<file path="config.mk">
export PLATFORM = sky130hd
export DESIGN_NAME = ddr_wr_arb
export DESIGN_NICKNAME = d
export VERILOG_FILES = /design/src/rtl/ddr_arb_pkg.sv /design/src/rtl/ddr_rr_pick.sv /design/src/rtl/ddr_wr_arb.sv
export SDC_FILE = /design/constraint.sdc
export NUM_CORES = 1
export LEC_CHECK = 0
export CORE_AREA = 2 2 139 141
export CTS_CLUSTER_SIZE = 20
export DETAILED_ROUTE_END_ITERATION = 16
export DIE_AREA = 0 0 141 143
export SYNTH_ARGS = -nofsm -noshare
export SYNTH_HDL_FRONTEND = slang
export SYNTH_SLANG_ARGS = --single-unit
export TNS_END_PERCENT = 100
</file>
<file path="constraint.sdc">
create_clock -name clk -period 4 [get_ports clk]
set_input_delay 1 -clock clk [delete_from_list [all_inputs] [get_ports clk]]
set_output_delay 1 -clock clk [all_outputs]
set_load 0.1 [all_outputs]
</file>
<file path="src/rtl/ddr_arb_pkg.sv">
// Shared types and helpers for the DDR channel arbiters (ddr_wr_arb, later ddr_rd_arb).
// Contents: FSM state enum, DDR response codes, statistics widths, one-hot to index helper.
package ddr_arb_pkg;

  localparam int unsigned MAX_REQ      = 4;
  localparam int unsigned IDX_W        = 2;
  localparam int unsigned RESP_W       = 2;
  localparam int unsigned STAT_BURST_W = 16;
  localparam int unsigned STAT_ERR_W   = 8;

  localparam logic [RESP_W-1:0] RESP_OKAY   = 2'b00;
  localparam logic [RESP_W-1:0] RESP_SLVERR = 2'b10;

  typedef enum logic [1:0] {
    ST_IDLE = 2'd0,
    ST_REQ  = 2'd1,
    ST_DATA = 2'd2,
    ST_RESP = 2'd3
  } arb_state_e;

  // Index of the set bit of a one-hot vector (0 when no bit is set).
  function automatic logic [IDX_W-1:0] onehot_to_idx(input logic [MAX_REQ-1:0] oh);
    logic [IDX_W-1:0] idx;
    idx = '0;
    for (int unsigned i = 0; i < MAX_REQ; i++) begin
      if (oh[i]) idx = IDX_W'(i);
    end
    return idx;
  endfunction

endpackage

</file>
<file path="src/rtl/ddr_rr_pick.sv">
// Combinational round-robin picker: first valid requester at or after ptr, wrapping.
// Ports:
//   valid  in  NUM_REQ  request vector
//   ptr    in  PTR_W    highest-priority requester index
//   gnt_c  out NUM_REQ  one-hot pick (all zero when no valid)
module ddr_rr_pick #(
  parameter int unsigned NUM_REQ = 2,
  parameter int unsigned PTR_W   = 1
) (
  input  logic [NUM_REQ-1:0] valid,
  input  logic [PTR_W-1:0]   ptr,
  output logic [NUM_REQ-1:0] gnt_c
);

  int unsigned j;
  logic        found;

  // Scan requesters starting at ptr; first hit wins.
  always_comb begin
    gnt_c = '0;
    found = 1'b0;
    j     = 0;
    for (int unsigned k = 0; k < NUM_REQ; k++) begin
      j = (32'(ptr) + k) % NUM_REQ;
      if (!found && valid[PTR_W'(j)]) begin
        gnt_c[PTR_W'(j)] = 1'b1;
        found            = 1'b1;
      end
    end
  end

endmodule

</file>
<file path="src/rtl/ddr_wr_arb.sv">
// Round-robin arbiter sharing the single DDR write channel among NUM_REQ requesters.
// One requester owns the channel for a whole burst (request, data, response), then
// the channel is re-arbitrated. Output muxing is combinational from registered state/grant.
// Ports:
//   clk, rstn                         clock, synchronous active-low reset
//   req_wreq_* / req_wdata_* / req_wresp*   per-requester side (flattened vectors)
//   ddr_wreq_* / ddr_wdata_* / ddr_wresp*   single DDR write engine side
//   busy                              high whenever a burst is in flight
// Build option DDR_WR_ARB_STAT_EN: adds stat_burst_cnt (per-requester completed bursts)
// and stat_err_cnt (bursts answered with a non-OKAY response), both saturating.
module ddr_wr_arb
  import ddr_arb_pkg::*;
#(
  parameter int unsigned NUM_REQ    = 2,
  parameter int unsigned ADDR_WIDTH = 32,
  parameter int unsigned SIZE_WIDTH = 16,
  parameter int unsigned DATA_WIDTH = 64
) (
  input  logic                           clk,
  input  logic                           rstn,
  input  logic [NUM_REQ-1:0]             req_wreq_valid,
  output logic [NUM_REQ-1:0]             req_wreq_ready,
  input  logic [NUM_REQ*ADDR_WIDTH-1:0]  req_wreq_addr,
  input  logic [NUM_REQ*SIZE_WIDTH-1:0]  req_wreq_size,
  input  logic [NUM_REQ-1:0]             req_wdata_valid,
  output logic [NUM_REQ-1:0]             req_wdata_ready,
  input  logic [NUM_REQ-1:0]             req_wdata_last,
  input  logic [NUM_REQ*DATA_WIDTH-1:0]  req_wdata,
  output logic [NUM_REQ-1:0]             req_wresp_valid,
  output logic [RESP_W-1:0]              req_wresp,
  input  logic                           ddr_wreq_ready,
  output logic                           ddr_wreq_valid,
  output logic [ADDR_WIDTH-1:0]          ddr_wreq_addr,
  output logic [SIZE_WIDTH-1:0]          ddr_wreq_size,
  input  logic                           ddr_wdata_ready,
  output logic                           ddr_wdata_valid,
  output logic                           ddr_wdata_last,
  output logic [DATA_WIDTH-1:0]          ddr_wdata,
  input  logic                           ddr_wresp_valid,
  input  logic [RESP_W-1:0]              ddr_wresp,
  output logic                           busy
`ifdef DDR_WR_ARB_STAT_EN
  ,
  output logic [NUM_REQ*STAT_BURST_W-1:0] stat_burst_cnt,
  output logic [STAT_ERR_W-1:0]           stat_err_cnt
`endif
);

  localparam int unsigned PTR_W = (NUM_REQ > 1) ? $clog2(NUM_REQ) : 1;

  arb_state_e           state, state_nxt;
  logic [NUM_REQ-1:0]   gnt, gnt_nxt, pick_c;
  logic [PTR_W-1:0]     ptr, ptr_nxt, ptr_inc;
  logic [IDX_W-1:0]     gnt_idx;
  logic                 resp_done;

  logic                  sel_wreq_valid;
  logic [ADDR_WIDTH-1:0] sel_addr;
  logic [SIZE_WIDTH-1:0] sel_size;
  logic                  sel_wdata_valid;
  logic                  sel_last;
  logic [DATA_WIDTH-1:0] sel_data;

  ddr_rr_pick #(
    .NUM_REQ (NUM_REQ),
    .PTR_W   (PTR_W)
  ) u_pick (
    .valid (req_wreq_valid),
    .ptr   (ptr),
    .gnt_c (pick_c)
  );

  // Pointer moves to the requester just after the one finishing its burst.
  assign gnt_idx = onehot_to_idx(MAX_REQ'(gnt));
  assign ptr_inc = (32'(gnt_idx) + 32'd1 >= NUM_REQ) ? '0 : PTR_W'(32'(gnt_idx) + 32'd1);

  // Select the granted requester's channel signals (AND-OR mux, gnt is one-hot).
  always_comb begin
    sel_wreq_valid  = 1'b0;
    sel_addr        = '0;
    sel_size        = '0;
    sel_wdata_valid = 1'b0;
    sel_last        = 1'b0;
    sel_data        = '0;
    for (int unsigned i = 0; i < NUM_REQ; i++) begin
      if (gnt[i]) begin
        sel_wreq_valid  = req_wreq_valid[i];
        sel_addr        = req_wreq_addr[i*ADDR_WIDTH +: ADDR_WIDTH];
        sel_size        = req_wreq_size[i*SIZE_WIDTH +: SIZE_WIDTH];
        sel_wdata_valid = req_wdata_valid[i];
        sel_last        = req_wdata_last[i];
        sel_data        = req_wdata[i*DATA_WIDTH +: DATA_WIDTH];
      end
    end
  end

  // State, grant and pointer registers.
  always_ff @(posedge clk) begin
    if (!rstn) begin
      state <= ST_IDLE;
      gnt   <= '0;
      ptr   <= '0;
    end else begin
      state <= state_nxt;
      gnt   <= gnt_nxt;
      ptr   <= ptr_nxt;
    end
  end

  // Next-state logic and phase-gated channel routing.
  always_comb begin
    state_nxt       = state;
    gnt_nxt         = gnt;
    ptr_nxt         = ptr;
    resp_done       = 1'b0;
    ddr_wreq_valid  = 1'b0;
    ddr_wreq_addr   = '0;
    ddr_wreq_size   = '0;
    req_wreq_ready  = '0;
    ddr_wdata_valid = 1'b0;
    ddr_wdata_last  = 1'b0;
    ddr_wdata       = '0;
    req_wdata_ready = '0;
    req_wresp_valid = '0;
    req_wresp       = RESP_OKAY;
    case (state)
      ST_IDLE: begin
        if (|req_wreq_valid) begin
          gnt_nxt   = pick_c;
          state_nxt = ST_REQ;
        end
      end
      ST_REQ: begin
        ddr_wreq_valid = sel_wreq_valid;
        ddr_wreq_addr  = sel_addr;
        ddr_wreq_size  = sel_size;
        req_wreq_ready = gnt & {NUM_REQ{ddr_wreq_ready}};
        if (sel_wreq_valid && ddr_wreq_ready) state_nxt = ST_DATA;
      end
      ST_DATA: begin
        ddr_wdata_valid = sel_wdata_valid;
        ddr_wdata_last  = sel_last;
        ddr_wdata       = sel_data;
        req_wdata_ready = gnt & {NUM_REQ{ddr_wdata_ready}};
        // The size field is not tracked; only the last flag closes the burst.
        if (sel_wdata_valid && ddr_wdata_ready && sel_last) state_nxt = ST_RESP;
      end
      ST_RESP: begin
        if (ddr_wresp_valid) begin
          resp_done       = 1'b1;
          req_wresp_valid = gnt;
          req_wresp       = ddr_wresp;
          ptr_nxt         = ptr_inc;
          gnt_nxt         = '0;
          state_nxt       = ST_IDLE;
        end
      end
      default: state_nxt = ST_IDLE;
    endcase
  end

  assign busy = (state != ST_IDLE);

`ifdef DDR_WR_ARB_STAT_EN
  logic [STAT_BURST_W-1:0] burst_cnt [NUM_REQ];
  logic [STAT_ERR_W-1:0]   err_cnt;

  // Saturating burst/error counters, updated when a response closes a burst.
  always_ff @(posedge clk) begin
    if (!rstn) begin
      for (int unsigned i = 0; i < NUM_REQ; i++) burst_cnt[i] <= '0;
      err_cnt <= '0;
    end else if (resp_done) begin
      for (int unsigned i = 0; i < NUM_REQ; i++) begin
        if (gnt[i] && (burst_cnt[i] != '1)) burst_cnt[i] <= burst_cnt[i] + STAT_BURST_W'(1);
      end
      if ((ddr_wresp != RESP_OKAY) && (err_cnt != '1)) err_cnt <= err_cnt + STAT_ERR_W'(1);
    end
  end

  for (genvar g = 0; g < NUM_REQ; g++) begin : g_stat
    assign stat_burst_cnt[g*STAT_BURST_W +: STAT_BURST_W] = burst_cnt[g];
  end
  assign stat_err_cnt = err_cnt;
`endif

endmodule
</file>
==> flow_summary.json <==
{
  "area_growth_pct": 245.3,
  "cpPeakStageDelay_ps": 510,
  "endpoint_kind": "primary output",
  "ys_top_cells_by_area": "a22o_1, buf_6, dfxtp_1",
  "fin_crit_sh": 0.7996,
  "drc": 0,
  "start_util": 0.09118,
  "status": "finished, final reports clean",
  "grt.overflow.total": 0,
  "hpwl_um": 10810,
  "ys_ff_latch": 5,
  "holdPathEnd": "state[1]",
  "hold_path_class": "register to register",
  "cts_resized": 0,
  "synth_top_area_cell": "a22o_1",
  "grtUsageTotal": 0.1109,
  "cts_max_path_buffers": 2,
  "rsz0062_at_grt": "false",
  "place_ws_ps": 852.2,
  "top_layer": "met4",
  "drv_cap": 0,
  "ir_drop_v": 0.0003225,
  "synth_xor_area_frac": 0,
  "synth_cell_type_count": 30,
  "synth_top_flop_cell": "dfxtp_1",
  "timing.rr.start": "state[1]",
  "synth_compound_area_frac": 0.6315,
  "core_mm2": 0.01858,
  "grt_max_degree": 65,
  "cts_tree": "built",
  "period_needed_ps": 3198,
  "finalClockSkew_ps": 1.328,
  "postCtsSetupBuffers": 0,
  "synth_top_area_frac": 0.5790,
  "numCtsBuffers": 3,
  "fin_ws_ps": 801.6,
  "final_cell_mix": "clkdlybuf4s50_1, a22o_1, buf_4",
  "drtAntennaViolNets": 0,
  "final_common_cell": "clkdlybuf4s50_1",
  "worst_pin_slew_ps": 540.7,
  "max-slew-margin-rel": 0.6395,
  "syn_avg_cell_area_um2": 8.471,
  "synth_edf_count": 0,
  "hold_viol": 0,
  "vias": 3098,
  "cpMostUsedCell": "buf_4",
  "power_leakage_nw": 2.415,
  "viasPerCell": 3.957,
  "synth_adder_area_share": 0.02954,
  "reg2reg_depth": 5,
  "drive_gt1_frac": 0.2678,
  "antenna_found_initial": 0,
  "setup-tns-final_ps": 0,
  "synth_mux_area_frac": 0.005908,
  "die_y_um": 143,
  "worstSetupPathType": "register to primary output",
  "clkSinkCount": 5,
  "ys_warn_count": 0,
  "htreeDepth": 1,
  "finish.utilization": 0.3149,
  "clkTransAtPathRegs_ps": 30,
  "io_buffer_count": 360,
  "cts_root_buffer": "clkbuf_16",
  "first_global_vias": 3024,
  "boundaryPins": 361,
  "diodes": 0,
  "drtIter0Drc": 66,
  "synthArstFlopShare": 0,
  "routabilityCongestion": 0.7528,
  "wl_per_cell_um": 16.35,
  "hold_depth": 2,
  "seq_area_frac_synth": 0.05908,
  "wirelength_met1_um": 5217,
  "rrSetupSlack_ps": 2540,
  "grt_pass1_wl_um": 17750,
  "die-area_mm2": 0.02016,
  "finalNetCount": 791,
  "syn_inst": 200,
  "rows": 50,
  "postCtsHoldBufs": 0,
  "crit_path_start_kind": "register",
  "synth_simple_gate_area_frac": 0.1241,
  "maxSlewViolCount": 0,
  "die_x_um": 141,
  "final-setup-viol-count": 0,
  "max_freq_ghz": 0.3127,
  "cp.arrival_ps": 2200,
  "min_from": "state[1]",
  "powerDensity_mw_per_mm2": 371.0,
  "wl_met2_um": 6735,
  "clk_latency_ps": 230,
  "synth_area_mm2": 0.001694,
  "drt_wl_total_um": 12800,
  "r2r_end": "state[0]",
  "crit_slowest_cell": "and2_2",
  "critPathRequiredTime_ps": 3000,
  "syn-num-nets": 441,
  "drt_pre_antenna_iters": 4,
  "crit_fanout": 25,
  "cp_cell_sequence": "inv_1 > ha_1 > and2_2 > buf_4 > a22o_1 > buf_4",
  "route.met3.wl_um": 760,
  "synth_top_family_by_area": "compound AO/OA/AOI/OAI gates"
}
-- state kept, by name, summed over array words and instances, names as in the netlist --
| name | count |
|---|---|
| state | 2 |
| gnt | 2 |
| ptr | 1 |
-- per-stage QoR --
step           instances  power [W]  cell area [µm²]  hold WS (ps)
6_report             783   0.002171             5851         513.7
5_1_grt              783   0.002251             5851         548.8
4_1_cts              783   0.002187             5851         521.3
3_5_place_dp         779   0.002011             5772         504.4
3_3_place_gp         779   0.002010             5772         496.7
2_1_floorplan        200   0.001323             1694         470.9
-- worst max path at each step --
stage               cells after the start              start            endpoint
CTS                                     6           state[0]       ddr_wdata[15]
global placement                        3    ddr_wresp_valid  req_wresp_valid[1]
finish                                  6           state[0]       ddr_wdata[15]
detailed placement                      3    ddr_wresp_valid  req_wresp_valid[1]
global route                            6           state[0]       ddr_wdata[15]
floorplan                               2  req_wdata_last[0]      ddr_wdata_last
-- area by class of cell --
type                            instances  area (µm²)
Fill cell                            1935       12730
Multi-Input combinational cell        165        1354
Sequential cell                         5       100.1
Clock buffer                            4       78.83
Tap cell                              234       292.8
Inverter                                5       18.77
Timing Repair Buffer                  370        4006
-- Yosys cell counts (2+ instances only) --
cell type	count
buf_4	4
a21oi_1	6
ha_1	4
nor2b_1	2
nor2_1	4
clkbuf_1	2
buf_6	14
nand4b_1	4
and2_1	2
buf_2	4
a22oi_1	2
dfxtp_1	5
inv_1	5
nand3_1	3
nand2_1	7
a22o_1	112
and3_2	3
and3_1	5
-- cells by family (layout without fill, tap and decap cells) --
| family | Yosys count | count (layout) |
|---|---|---|
| and+or+nand+nor | 36 | 36 |
| AOI/OAI and AO/OA | 124 | 124 |
| buffers and inverters | 30 | 379 |
| DFF | 5 | 5 |
| muxes | 1 | 1 |
| adders and majority gates | 4 | 4 |
-- where the power goes --
part           leakage (nW)  switching [W]  internal, W
Combinational          2.34        0.00124     0.000672
Sequential           0.0411      0.0000206    0.0000660
Clock                0.0382      0.0000354     0.000132
Total                  2.41        0.00130     0.000871
-- metal layers --
layer / vias up / GRT usage
met5: - / 0
met4: 0 / 0.01632
met3: 6 / 0.01911
met2: 138 / 0.2026
met1: 1416 / 0.1393
li1: 1538 / -
-- worst max-delay path: cells and delay by family, from the launching register on --
family	cells	cell delay [ps]
compound gates	1	190
fa+ha+maj	1	260
buf+inv	3	680
flops	1	320
simple gates	1	510
No activity file was read; power rests on OpenSTA's default activity.
